### src/rtl/stack_cpu_core.sv
// stack_cpu_core: parametrised stack-machine core.
//
// One instruction per cycle while running. The core keeps an instruction
// pointer, a carry flag, the top-of-stack register T and a data stack below T,
// and tracks how many stack entries are live. Instructions come from an
// external combinational ROM. The OUT instruction stalls the core until the
// sink accepts the word. Overflow, underflow and illegal opcodes stop the core
// and latch a fault code until reset.
//
// Instruction word (WIDTH+2 bits): [WIDTH+1:WIDTH] type, [WIDTH-1:0] imm,
// imm[3:0] subop.
//
// Ports:
//   i_clock      system clock, rising edge
//   i_reset_n    asynchronous active-low reset
//   o_pc         program ROM address (the instruction pointer)
//   i_instr      instruction at o_pc, valid in the same cycle
//   o_out_data   output port data
//   o_out_valid  o_out_data is valid
//   i_out_ready  sink accepts the output word
//   o_depth      number of live stack entries (T included)
//   o_carry      carry flag
//   o_halted     core executed HALT
//   o_fault      0 none, 1 overflow, 2 underflow, 3 illegal opcode
//   o_retired    completed-instruction count (only with STACK_CPU_PERF_EN)
//
// Optional feature: define STACK_CPU_PERF_EN to add the o_retired counter.
module stack_cpu_core #(
  parameter int WIDTH       = 16,
  parameter int STACK_DEPTH = 16,
  parameter int PC_WIDTH    = 8
) (
  input  logic                             i_clock,
  input  logic                             i_reset_n,
  output logic [PC_WIDTH-1:0]              o_pc,
  input  logic [WIDTH+1:0]                 i_instr,
  output logic [WIDTH-1:0]                 o_out_data,
  output logic                             o_out_valid,
  input  logic                             i_out_ready,
  output logic [$clog2(STACK_DEPTH+1)-1:0] o_depth,
  output logic                             o_carry,
  output logic                             o_halted,
  output logic [1:0]                       o_fault
`ifdef STACK_CPU_PERF_EN
  ,
  output logic [31:0]                      o_retired
`endif
);

  localparam int DW = $clog2(STACK_DEPTH + 1);
  localparam int AW = $clog2(STACK_DEPTH);
  localparam int AN = 1 << AW;

  typedef enum logic [1:0] {RUN, OUT_WAIT, HALT, FAULT} state_t;

  state_t              state_reg;
  logic [PC_WIDTH-1:0] ip_reg;
  logic [WIDTH-1:0]    t_reg;
  logic [DW-1:0]       depth_reg;
  logic                carry_reg;
  logic [WIDTH-1:0]    out_data_reg;
  logic                out_valid_reg;
  logic                halted_reg;
  logic [1:0]          fault_reg;
`ifdef STACK_CPU_PERF_EN
  logic [31:0]         retired_reg;
`endif

  // Entries below T. Slot depth-2 holds S; slot AN-1 is never live, so the
  // harmless write of a stale T on a push from an empty stack lands there.
  logic [WIDTH-1:0] stack_mem [0:AN-1];

  logic [1:0]       op_type;
  logic [WIDTH-1:0] imm;
  logic [3:0]       subop;
  logic [AW-1:0]    top_idx;
  logic [AW-1:0]    s_idx;
  logic [WIDTH-1:0] s_val;

  assign op_type = i_instr[WIDTH+1:WIDTH];
  assign imm     = i_instr[WIDTH-1:0];
  assign subop   = imm[3:0];
  assign top_idx = depth_reg[AW-1:0] - AW'(1);
  assign s_idx   = depth_reg[AW-1:0] - AW'(2);
  // S is needed in the same cycle as decode, so the stack is read asynchronously.
  assign s_val   = stack_mem[s_idx];

  logic [1:0]          need;
  logic                push;
  logic                pop;
  logic                illegal;
  logic                do_out;
  logic                do_halt;
  logic [WIDTH-1:0]    t_next;
  logic                carry_next;
  logic [PC_WIDTH-1:0] ip_next;
  logic [DW-1:0]       depth_next;
  logic                mem_we;
  logic [AW-1:0]       mem_addr;
  logic [WIDTH:0]      sum;
  logic [1:0]          fault_code;
  logic                commit;

  always_comb begin
    need       = 2'd0;
    push       = 1'b0;
    pop        = 1'b0;
    illegal    = 1'b0;
    do_out     = 1'b0;
    do_halt    = 1'b0;
    t_next     = t_reg;
    carry_next = carry_reg;
    ip_next    = ip_reg + PC_WIDTH'(1);
    mem_we     = 1'b0;
    mem_addr   = top_idx;
    sum        = '0;
    case (op_type)
      2'b00: begin
        push   = 1'b1;
        mem_we = 1'b1;
        t_next = imm;
      end
      2'b01: begin
        need = 2'd2;
        pop  = 1'b1;
        case (subop)
          4'd0: begin
            sum        = {1'b0, s_val} + {1'b0, t_reg};
            t_next     = sum[WIDTH-1:0];
            carry_next = sum[WIDTH];
          end
          4'd1: begin
            // The extra top bit of the difference is the borrow (S < T).
            sum        = {1'b0, s_val} - {1'b0, t_reg};
            t_next     = sum[WIDTH-1:0];
            carry_next = sum[WIDTH];
          end
          4'd2:    t_next = s_val & t_reg;
          4'd3:    t_next = s_val | t_reg;
          4'd4:    t_next = s_val ^ t_reg;
          4'd5: begin
            sum        = {1'b0, s_val} + {1'b0, t_reg} + {{WIDTH{1'b0}}, carry_reg};
            t_next     = sum[WIDTH-1:0];
            carry_next = sum[WIDTH];
          end
          default: illegal = 1'b1;
        endcase
      end
      2'b10: ip_next = imm[PC_WIDTH-1:0];
      default: begin
        case (subop)
          4'd0: ;
          4'd1: begin
            need   = 2'd1;
            push   = 1'b1;
            mem_we = 1'b1;
          end
          4'd2: begin
            need   = 2'd1;
            pop    = 1'b1;
            t_next = s_val;
          end
          4'd3: begin
            need     = 2'd2;
            mem_we   = 1'b1;
            mem_addr = s_idx;
            t_next   = s_val;
          end
          4'd4: begin
            need   = 2'd1;
            pop    = 1'b1;
            t_next = s_val;
            if (t_reg == '0) ip_next = ip_reg + PC_WIDTH'(2);
          end
          4'd5: begin
            need   = 2'd1;
            pop    = 1'b1;
            t_next = s_val;
            do_out = 1'b1;
          end
          4'd15:   do_halt = 1'b1;
          default: illegal = 1'b1;
        endcase
      end
    endcase

    if (illegal)                                     fault_code = 2'd3;
    else if (depth_reg < DW'(need))                  fault_code = 2'd2;
    else if (push && depth_reg == DW'(STACK_DEPTH))  fault_code = 2'd1;
    else                                             fault_code = 2'd0;

    if (push)     depth_next = depth_reg + DW'(1);
    else if (pop) depth_next = depth_reg - DW'(1);
    else          depth_next = depth_reg;
  end

  // An instruction changes architectural state only if it neither faults nor halts.
  assign commit = (state_reg == RUN) && (fault_code == 2'd0) && !do_halt;

  always_ff @(posedge i_clock) begin
    if (commit && mem_we) stack_mem[mem_addr] <= t_reg;
  end

  always_ff @(posedge i_clock or negedge i_reset_n) begin
    if (!i_reset_n) begin
      state_reg     <= RUN;
      ip_reg        <= '0;
      t_reg         <= '0;
      depth_reg     <= '0;
      carry_reg     <= 1'b0;
      out_data_reg  <= '0;
      out_valid_reg <= 1'b0;
      halted_reg    <= 1'b0;
      fault_reg     <= 2'd0;
`ifdef STACK_CPU_PERF_EN
      retired_reg   <= '0;
`endif
    end else begin
      case (state_reg)
        RUN: begin
          if (fault_code != 2'd0) begin
            state_reg <= FAULT;
            fault_reg <= fault_code;
          end else if (do_halt) begin
            state_reg  <= HALT;
            halted_reg <= 1'b1;
`ifdef STACK_CPU_PERF_EN
            retired_reg <= retired_reg + 32'd1;
`endif
          end else begin
            ip_reg    <= ip_next;
            t_reg     <= t_next;
            carry_reg <= carry_next;
            depth_reg <= depth_next;
            if (do_out) begin
              out_data_reg  <= t_reg;
              out_valid_reg <= 1'b1;
              state_reg     <= OUT_WAIT;
            end
`ifdef STACK_CPU_PERF_EN
            else retired_reg <= retired_reg + 32'd1;
`endif
          end
        end
        OUT_WAIT: begin
          if (out_valid_reg && i_out_ready) begin
            out_valid_reg <= 1'b0;
            state_reg     <= RUN;
`ifdef STACK_CPU_PERF_EN
            retired_reg   <= retired_reg + 32'd1;
`endif
          end
        end
        HALT:  ;
        FAULT: ;
      endcase
    end
  end

  assign o_pc        = ip_reg;
  assign o_out_data  = out_data_reg;
  assign o_out_valid = out_valid_reg;
  assign o_depth     = depth_reg;
  assign o_carry     = carry_reg;
  assign o_halted    = halted_reg;
  assign o_fault     = fault_reg;
`ifdef STACK_CPU_PERF_EN
  assign o_retired   = retired_reg;
`endif

endmodule
### config.mk
export PLATFORM = sky130hd
export DESIGN_NAME = stack_cpu_core
export DESIGN_NICKNAME = d
export VERILOG_FILES = /design/src/rtl/stack_cpu_core.sv
export SDC_FILE = /design/constraint.sdc
export NUM_CORES = 1
export LEC_CHECK = 0
export ABC_AREA = 1
export BUFFER_PORTS_ARGS = -buffer_cell sky130_fd_sc_hd__clkbuf_2
export CAP_MARGIN = 5
export CORE_ASPECT_RATIO = 0.5
export CORE_MARGIN = 2
export CORE_UTILIZATION = 50
export DETAILED_ROUTE_END_ITERATION = 10
export GPL_TIMING_DRIVEN = 0
export HOLD_SLACK_MARGIN = 0.08
export PLACE_DENSITY_LB_ADDON = 0.08
export SYNTH_ARGS = -nofsm -noshare
export SYNTH_HDL_FRONTEND = slang
export SYNTH_SLANG_ARGS = --single-unit
### constraint.sdc
create_clock -name i_clock -period 5.1 [get_ports i_clock]
set_input_delay 1.02 -clock i_clock [delete_from_list [all_inputs] [get_ports i_clock]]
set_output_delay 1.02 -clock i_clock [all_outputs]
set_load 0.01 [all_outputs]
==> summary.txt, run 1 <==
Clocking
  – CTS tree: built
  – CTS sink count: around 310
  – Clk Latency, worst-skew pair: roughly 0.6 ns
  – Maximum root-to-sink buffer count: 3
  – Root buf cell: clkbuf_16
  – Reg clk slew, reported paths: approximately 0.070 ns
  – H-Tree Depth: 1
  – TritonCTS buffer count: 28

Outcome
  – Outcome: completed

Floorplanning
  – Core Footprint: 31,890 um^2
  – Die width: 259.5 um
  – Vert. Die Dim: about 130 um
  – Die area: around 34,000 um^2
  – Row cnt: between 40 and 50
  – I/O Pins: 55
  – Initial Util: 0.5119

Worst setup path
  – CP Capture Type: register
  – Worst Setup SP: o_depth[1]
  – Slowest stage delay, CP: around 0.44 ns
  – CP max FO: 14
  – Critical Path RT: about 5.6 ns
  – Crit Path Class: reg -> reg
  – Worst path most repeated cell: nand2_1
  – Delay-heaviest family, CP: simple AND/OR/NAND/NOR gates
  – Reg2reg start: o_depth[1]
  – Buf/Inv on CP: 9
  – Worst Reg-to-Reg Cells: 30
  – Slowest stage cell, crit path: dfrtp_2
  – Arrival @ worst endpoint: approximately 5.4 ns
  – CP Depth: 30
  – Startpoint types: register

Timing
  – F_max: roughly 200 MHz
  – Final clock skew: 0.02355 ns
  – Final worst path period share: 0.9674
  – Setup TNS: 0 ns
  – Post-route minimum period: around 5 ns
  – Slew HR: 0.3656
  – Max Slew Vio Count: 0
  – Worst Tran Pin Value: ~0.95 ns
  – Final hold slack: between 0.4 and 0.5 ns
  – Final setup fails: 0
  – Final Hold Fails: 0

Power
  – Switching pwr: 0.001389 W
  – Power Total: 0.005443 W
  – Pint: 0.004054 W
  – Clock power share: 0.403
  – Switching fraction of total power: 0.2552
  – VDD IR max: 0.2336 mV
  – Sequential power share: 0.520
  – Leak: between 7 and 8 nW
  – Comb pwr share: 0.078
  – P per Cell Area: slightly below 300 nW/um^2

Synth
  – Primary FF master, synth: edfxtp_1
  – Synth Register Bits: about 300
  – Post-synth net total: 1,776
  – Syn Inst Count: approximately 1,700
  – Synthesized area per cell: between 9 and 10 um^2
  – Number of enable flip-flop cells after synthesis: 256
  – Yosys cell types: slightly below 60
  – Post-synthesis sequential area ratio: 0.5507
  – Synth async-reset ratio: 0.1688
  – Mapped Area: roughly 16,000 um^2
  – Synthesis warning total: 0

Global routing
  – Largest net degree at the start of global routing: 53
  – Initial antenna violation count: 0
  – GRT Overall Usage: 0.3238
  – Global-route wire length before repair: approximately 80,000 um
  – Remaining Overflow, GRT: 0
  – Vias in the first global route: around 13,000

Worst hold path
  – Worst Hold Depth: 1
  – HP Class: reg -> reg
  – Min-delay src: o_halted

Route
  – DRT Pass-1 Iters: 7
  – Antenna-violating nets left: 0
  – Vias: 13,420
  – Wire per inst: about 25 um
  – Final WL: between 50,000 and 60,000 um
  – DR iter-0 viols: ~1,600
  – DRC: 0
  – Vias per cell: approximately 6

Layout
  – Layout cells sized above 1: 0.1573
  – Most common cell after layout, fill and taps aside: edfxtp_1
  – Design area: 18,630 um^2
  – Area Growth Syn to Fin: 14.14%
  – Final #Nets: 1,882
  – Max reg flops: between 200 and 300
  – # diodes: 0
  – Fillers: 2,779
  – Multi-input gate area: ~6500 um^2
  – Register Area: 8990 um^2
  – Post-Layout Cell Count: ~2,200
  – Most frequent cells in the layout: edfxtp_1 (256), nand2_1 (241), nor2_1 (204)

Place
  – Inst Count DP: between 2,000 and 2,500
  – Area after DPL: around 17,000 um^2
  – DP HPWL: slightly above 40,000 um
  – I/O Buffers: 53
  – Routability-driven placement congestion ratio: between 1 and 1.5

Job
  – Max-Cap Viols: 0
==> cell usage after synthesis, types with 4 or more instances <==
| library cell | number | share of area |
|---|---|---|
| inv_2 | 6 | 0.0014 |
| o21bai_1 | 5 | 0.0023 |
| clkbuf_1 | 46 | 0.011 |
| a221oi_1 | 7 | 0.0038 |
| buf_2 | 18 | 0.0055 |
| o22ai_1 | 28 | 0.011 |
| inv_1 | 162 | 0.037 |
| nand2_2 | 8 | 0.0031 |
| nand2_1 | 256 | 0.059 |
| o21ai_2 | 17 | 0.0091 |
| nand3_1 | 83 | 0.025 |
| ha_1 | 68 | 0.052 |
| nor3_1 | 14 | 0.0043 |
| a211oi_1 | 4 | 0.0018 |
| edfxtp_1 | 256 | 0.47 |
| a21oi_1 | 47 | 0.014 |
| buf_6 | 5 | 0.0034 |
| nand4_1 | 18 | 0.0069 |
| dfrtp_1 | 52 | 0.080 |
| o211ai_1 | 25 | 0.011 |
| xor2_1 | 13 | 0.0070 |
| nor2_1 | 225 | 0.052 |
| nor2_2 | 8 | 0.0031 |
| or2_2 | 6 | 0.0023 |
| o21ai_0 | 198 | 0.061 |
| o221ai_1 | 54 | 0.029 |
==> cell families (layout without fill, tap and decap cells) <==
kind of cell / after synthesis / in the layout / share of synthesized area
AOI/OAI and AO/OA: 412 / 412 / 0.1581
buffers and inverters: 245 / 373 / 0.06094
and+or+nand+nor: 631 / 631 / 0.1650
xor gates and xnor gates: 17 / 17 / 0.009582
DFF: 308 / 308 / 0.5507
adders and majority gates: 71 / 71 / 0.05580
==> per-stage QoR <==
step,setup WS (ns),util
after floorplan,0.6208,-
after global placement,-1.556,0.5372
after detailed placement,-1.572,0.5472
after CTS,0.06637,0.5790
after global routing,-0.005747,0.5843
final,0.1663,0.5843
==> metal layers <==
layer / vias to the layer above / wire [um] / track usage / part of all wire
li1: 6136 / - / - / -
met1: 6532 / 24090 / 0.4769 / 0.43
met2: 657 / 23900 / 0.4776 / 0.43
met3: 99 / 6231 / 0.08343 / 0.11
met4: 0 / 1509 / 0.08269 / 0.027
met5: - / 0 / 0 / 0
==> area by class of cell <==
type                            count  share of cell area
Multi-Input combinational cell   1131              0.3491
Sequential cell                   308              0.4825
Buffer                             70             0.01974
Clock inverter                     24             0.01296
Tap cell                          432             0.02901
Inverter                          172             0.03579
Timing Repair Buffer               79             0.03331
Clock buffer                       28             0.03761
==> power groups by stage <==
stage	Sequential, W	Combinational, W	Clock (W)
5_1_grt	0.00283	0.000460	0.00230
3_5_place_dp	0.00288	0.000394	0
2_1_floorplan	0.00284	0.000260	0
4_1_cts	0.00283	0.000400	0.00221
6_report	0.00283	0.000422	0.00219
3_3_place_gp	0.00288	0.000393	0
==> final timing paths <==
kind / endpoint / slack [ns]
worst max register to register: t_reg[11] / 0.17
worst max-delay path: t_reg[11] / 0.17
min in group asynchronous: t_reg[7] / 0.56
worst min register to register: o_halted / 0.48
max in group asynchronous: o_depth[1] / 3.97
worst min-delay path: o_halted / 0.48
==> what timing repair did <==
| action | CTS | global route |
|---|---|---|
| setup buffers | 2 | 8 |
| pin swaps | 1 | 2 |
| endpoints found under the setup margin | 17 | 12 |
| hold buffers | 0 | 0 |
| gates resized for setup | 24 | 52 |
No activity file was read; power rests on OpenSTA's default activity.
==> run 2, diff against run 1 <==
--- a/config.mk
+++ b/config.mk
@@ -14,7 +14,8 @@
 export DETAILED_ROUTE_END_ITERATION = 10
 export GPL_TIMING_DRIVEN = 0
 export HOLD_SLACK_MARGIN = 0.08
-export PLACE_DENSITY_LB_ADDON = 0.08
+export PLACE_DENSITY = 0.66
+export SKIP_LAST_GASP = 1
 export SYNTH_ARGS = -nofsm -noshare
 export SYNTH_HDL_FRONTEND = slang
 export SYNTH_SLANG_ARGS = --single-unit
==> run 2 against run 1 <==
Compared with the run above:
- sequential share of layout area up 0.50 points
- fmax up 2.2%
- clock skew down 0.011 ns
- cell area down 1.0%
- critical path depth down 7
- die area unchanged
- clock power down 6%
- final cell count down 0.22%
==> summary.txt, run 2 (synthesis gave the netlist of run 1 again) <==
Clocking
  – Reg clk slew, reported paths: around 0.07 ns
  – Maximum root-to-sink buffer count: 3
  – TritonCTS buffer count: 28
  – H-Tree Depth: 1
  – Clk Latency, worst-skew pair: roughly 0.6 ns
  – CTS tree: built
  – Root buf cell: clkbuf_16
  – CTS sink count: 308

Global routing
  – GRT Overall Usage: 0.3011
  – Met1 Use GR: 0.4617
  – Global-route wire length before repair: slightly below 80,000 um
  – Remaining Overflow, GRT: 0
  – GRT met3 Usage: 0.06728
  – Vias in the first global route: 12,460
  – Largest net degree at the start of global routing: between 50 and 60
  – M2 GR Usage: 0.4319
  – Initial antenna violation count: 0
  – Global route hottest layer: met1

Power
  – Sequential power share: 0.537
  – Clock power share: 0.389
  – VDD IR max: 0.2253 mV
  – P per Cell Area: 286.0 nW/um^2
  – Leak: 7.256 nW
  – Power Total: roughly 0.0053 W
  – Comb pwr share: 0.075
  – Pint: around 0.0040 W
  – Switching fraction of total power: 0.2497
  – Switching pwr: around 0.0013 W

Worst setup path
  – Crit Path Class: reg -> reg
  – Reg2reg end: t_reg[4]
  – CP Capture Type: register
  – CP max FO: 14
  – Arrival @ worst endpoint: around 5.3 ns
  – Slowest stage delay, CP: roughly 0.46 ns
  – Critical Path RT: approximately 5.6 ns
  – Startpoint types: register
  – Slowest stage cell, crit path: dfrtp_2
  – R2r setup slk: 0.27 ns
  – Reg2reg start: o_depth[1]
  – Worst Reg-to-Reg Cells: 23
  – Cells along the critical path: clkinvlp_4 > clkbuf_4 > ha_4 > clkinvlp_4 > clkbuf_1 > o211ai_1 > nand2_4 > ha_4 > inv_1 > fa_1 > inv_1 > ha_1 > inv_1 > nor2_1 > inv_1 > nor2_2 > nand2_1 > nand3_1 > o21ai_0 > o41ai_1 > nand2_1 > nand2_1 > nand2_1

Floorplanning
  – Initial Util: 0.5119
  – Row cnt: 46
  – Core Footprint: between 30,000 and 40,000 um^2
  – Die width: around 260 um
  – I/O Pins: 55
  – Vert. Die Dim: about 130 um
  – Die area: around 34,000 um^2

Layout
  – # diodes: 0
  – Area Growth Syn to Fin: 12.98%
  – Register Area: around 9000 um^2
  – Multi-input gate area: between 6000 and 7000 um^2
  – Max reg flops: around 260
  – Most frequent cells in the layout: edfxtp_1 (256), nand2_1 (248), nor2_1 (208)
  – Most common cell after layout, fill and taps aside: edfxtp_1
  – Final Util: 0.5784
  – Fillers: around 2,800
  – Post-Layout Cell Count: roughly 2,200
  – Layout cells sized above 1: 0.1361
  – Final #Nets: around 1,900

Route
  – Vias: ~14,000
  – Antenna-violating nets left: 0
  – DR iter-0 viols: between 1,500 and 2,000
  – Final WL: between 50,000 and 60,000 um
  – DRC: 0
  – Vias per cell: 6.037
  – Wire per inst: approximately 23 um
  – DRT Pass-1 Iters: 7

Job
  – Max-Cap Viols: 0

Timing
  – Final clock skew: between 0.01 and 0.015 ns
  – Setup TNS: 0 ns
  – Final worst path period share: 0.9461
  – Final setup margin: 0.2747 ns
  – Post-route minimum period: 4.825 ns
  – Max Slew Vio Count: 0
  – Final setup fails: 0
  – F_max: approximately 210 MHz
  – Worst Tran Pin Value: 0.8612 ns
  – Final Hold Fails: 0
  – Slew HR: 0.4259
  – Unrepaired setup endpoints after global routing: yes

Place
  – Inst Count DP: 2,185
  – Place WS: -1.258 ns
  – DP HPWL: between 30,000 and 40,000 um
  – I/O Buffers: 53
  – Routability-driven placement congestion ratio: ~1.0

Worst hold path
  – HP Class: reg -> reg
  – Min-delay src: o_out_data[9]
  – Hold Crit Endpoint: o_out_data[9]
  – Worst Hold Depth: 2

Outcome
  – Outcome: completed
==> run 2: cell types whose count changed in the layout (fill, tap and decap cells not counted), moves of 3 or more <==
cell	previous run	this run
buf_4	14	6
clkbuf_1	29	41
clkbuf_2	62	59
clkinv_1	4	9
clkinv_2	10	4
nand2_1	241	248
nand2_2	21	15
nor2_1	204	208
nor2_4	4	1
==> run 2: critical path, delay by kind of cell (launching register included) <==
family	cells	cell delay [ns]
compound gates	3	0.89
fa+ha+maj	4	1.21
buf+inv	8	1.18
flops	1	0.46
simple gates	8	0.97
==> run 2: timing repair <==
item                                    4_1_cts  5_1_grt
endpoints found under the setup margin       17       15
hold buffers                                  0        0
buffers inserted                              1        2
resized for setup                            14       32
==> run 2: metrics by stage <==
step	hold WS (ns)	cell area, um^2
floorplan	0.5007	16320
global placement	0.4609	17130
detailed placement	0.4686	17440
CTS	0.4842	18340
global route	0.5000	18440
finish	0.4823	18440
==> run 2: worst max path at each step <==
stage                     from         to  slack [ns]
floorplan           o_depth[1]  t_reg[10]        0.62
CTS                 o_depth[1]  t_reg[11]       -0.01
global route        o_depth[1]  t_reg[10]       -0.01
finish              o_depth[1]   t_reg[4]        0.27
global placement    o_depth[1]  t_reg[11]       -1.20
detailed placement  o_depth[1]  t_reg[11]       -1.26
==> run 2: layer usage <==
metal / vias to the layer above / wire length, um
met1: 6522 / 22630
met3: 90 / 5929
met4: 0 / 1213
met2: 766 / 22020
met5: - / 0
li1: 6139 / -
==> run 2: area by class of cell <==
cell class / instances / area share
plain buffers: 72 / 0.01981
repair buffers: 72 / 0.03012
flip-flops and latches: 308 / 0.4875
clock inverters: 17 / 0.007260
clock buffers: 35 / 0.03996
inverters: 172 / 0.03596
well taps: 432 / 0.02931
multi-input cells: 1131 / 0.3501
==> run 2: power groups by stage <==
stage,clock [W],sequential (W),combinational [W]
global route,0.00215,0.00283,0.000437
CTS,0.00206,0.00283,0.000381
finish,0.00205,0.00283,0.000395
global placement,0,0.00288,0.000377
detailed placement,0,0.00288,0.000378
floorplan,0,0.00284,0.000260
==> run 3, diff against run 2 <==
--- a/config.mk
+++ b/config.mk
@@ -14,7 +14,7 @@
 export DETAILED_ROUTE_END_ITERATION = 10
 export GPL_TIMING_DRIVEN = 0
 export HOLD_SLACK_MARGIN = 0.08
-export PLACE_DENSITY = 0.66
+export PLACE_DENSITY = 0.69
 export SKIP_LAST_GASP = 1
 export SYNTH_ARGS = -nofsm -noshare
 export SYNTH_HDL_FRONTEND = slang
==> constraint.sdc (replaced) <==
create_clock -name i_clock -period 4.24 [get_ports i_clock]
set_input_delay 0.848 -clock i_clock [delete_from_list [all_inputs] [get_ports i_clock]]
set_output_delay 0.848 -clock i_clock [all_outputs]
set_load 0.01 [all_outputs]
==> run 3 against run 2 <==
Compared with the run above:
- clock skew grew 0.029 ns
- sequential cell count stayed put
- critical path depth up 3
- via count up 2.9%
- clock-buffer cell count is 5 lower
- first-iteration DRC count rose by 5.5%
- worst hold slack got worse by 0.21 ns
- sequential share of layout area decreased by 2.3 points
- setup slack got worse by 0.26 ns
- core utilization rose by 2.9 points
- largest cell class unchanged
- largest power group unchanged
==> summary.txt, run 3 (synthesis gave the netlist of run 1 again) <==
Outcome
  – Outcome: completed

Global routing
  – Vias in the first global route: 12,880
  – GRT Overall Usage: 0.3021
  – Initial antenna violation count: 1
  – Largest net degree at the start of global routing: 34
  – Global-route wire length before repair: around 78,000 um
  – Remaining Overflow, GRT: 0

Worst setup path
  – Critical Path RT: roughly 4.7 ns
  – Delay-heaviest family, CP: simple AND/OR/NAND/NOR gates
  – Slowest stage delay, CP: a little over 0.4 ns
  – R2r setup slk: ~0.014 ns
  – CP max FO: 10
  – Crit Path Class: reg -> reg
  – Slowest stage cell, crit path: dfrtp_2
  – Buf/Inv on CP: 10
  – Arrival @ worst endpoint: roughly 4.7 ns
  – Startpoint types: register
  – CP Capture Type: register

Clocking
  – Maximum root-to-sink buffer count: 3
  – CTS sink count: ~310
  – CTS tree: built
  – Root buf cell: clkbuf_16
  – TritonCTS buffer count: 28
  – CTS Hold Bufs: 0
  – H-Tree Depth: 1
  – Reg clk slew, reported paths: approximately 0.070 ns
  – Clk Latency, worst-skew pair: 0.59 ns

Layout
  – Register Area: roughly 9000 um^2
  – Most frequent cells in the layout: edfxtp_1 (256), nand2_1 (215), o21ai_0 (195)
  – Design area: about 19,000 um^2
  – Most common cell after layout, fill and taps aside: edfxtp_1
  – Max reg flops: ~260
  – Final Util: 0.6071
  – Final #Nets: between 1,500 and 2,000
  – Layout cells sized above 1: 0.2142
  – Fillers: roughly 2,700
  – Multi-input gate area: approximately 6900 um^2
  – Area Growth Syn to Fin: 18.59%

Route
  – DR iter-0 viols: around 2,000
  – Final WL: 53,030 um
  – Vias per cell: approximately 6.1
  – DRT Pass-1 Iters: 9
  – DRC: 0
  – Antenna-violating nets left: 0
  – Vias: around 14,000
  – Wire per inst: ~23 um

Timing
  – Final hold slack: between 0.2 and 0.3 ns
  – Max Slew Vio Count: 0
  – F_max: around 240 MHz
  – Final clock skew: between 0.04 and 0.05 ns
  – Final setup margin: between 0.01 and 0.015 ns
  – Worst Tran Pin Value: 0.9038 ns
  – Unrepaired setup endpoints after global routing: yes
  – Final setup fails: 0
  – Slew HR: 0.3975
  – Setup TNS: 0 ns
  – Post-route minimum period: about 4.2 ns
  – Final Hold Fails: 0
  – Final worst path period share: 0.9968

Floorplanning
  – Vert. Die Dim: around 130 um
  – Die width: between 200 and 300 um
  – Initial Util: 0.5119
  – Core Footprint: 31,890 um^2
  – Die area: ~34,000 um^2
  – Row cnt: 46
  – I/O Pins: 55

Power
  – Pint: 0.005020 W
  – Switching fraction of total power: 0.2454
  – VDD IR max: ~0.3 mV
  – Clock power share: 0.407
  – Comb pwr share: 0.082
  – Switching pwr: about 0.0016 W
  – Leak: 7.605 nW
  – P per Cell Area: about 340 nW/um^2
  – Sequential power share: 0.512

Place
  – Routability-driven placement congestion ratio: 0.9605
  – Area after DPL: about 17,000 um^2
  – Place WS: -1.307 ns
  – I/O Buffers: 53
  – DP HPWL: 36,490 um

Worst hold path
  – HP Class: in -> async

Job
  – Max-Cap Viols: 0
## run 3: cell count changes in the layout (fill, tap and decap cells not counted), moves of 9 or more
cell	change
nor2_4	+16
nand2_2	+30
nand3_1	-9
buf_4	+32
clkbuf_1	-24
nand2_1	-33
nor2_1	-17
clkbuf_4	+11
clkbuf_2	+11
## run 3: layer usage
metal / GRT usage / share of wire / vias to the layer above / routed length (um)
met5: 0 / 0 / - / 0
met4: 0.09579 / 0.033 / 0 / 1746
met3: 0.06363 / 0.11 / 125 / 6054
met2: 0.4686 / 0.45 / 841 / 23750
met1: 0.4270 / 0.41 / 6749 / 21480
li1: - / - / 6197 / -
## run 3: path summary, 6_finish.rpt
| path | startpoint | endpoint | cells past startpoint |
|---|---|---|---|
| worst max-delay path | o_depth[1] | t_reg[6] | 26 |
| worst min-delay path | i_reset_n | o_out_data[9] | 1 |
| worst max register to register | o_depth[1] | t_reg[6] | 26 |
| worst min register to register | o_halted | o_halted | 1 |
| max in group asynchronous | i_reset_n | o_depth[1] | 2 |
| min in group i_clock | o_halted | o_halted | 1 |
## run 3: area by class of cell
type,count,area share
clock inverter,20,0.01370
multi-input combinational,1131,0.3540
tap,432,0.02792
antenna,1,0.0001293
timing repair buffer,106,0.04395
buffer,72,0.02508
inverter,172,0.03419
clock buffer,30,0.03658
sequential,308,0.4645
## run 3: timing repair
action / 4_1_cts / 5_1_grt
endpoints found under the setup margin: 17 / 181
gates cloned: 0 / 1
buffers inserted: 11 / 24
pin swaps: 9 / 34
gates resized for setup: 88 / 133
## run 3: stage by stage
step | std cells | total power, W
finish | 2272 | 0.006653
global route | 2272 | 0.006819
CTS | 2246 | 0.006572
detailed placement | 2186 | 0.003916
global placement | 2169 | 0.003911
floorplan | 1684 | 0.003734
## run 3: power by group through the flow
stage	Sequential (W)	Clock (W)	Combinational (W)
after floorplan	0.00342	0	0.000313
after global placement	0.00346	0	0.000447
after detailed placement	0.00347	0	0.000450
after CTS	0.00340	0.00270	0.000473
after global routing	0.00341	0.00282	0.000589
final	0.00340	0.00271	0.000542
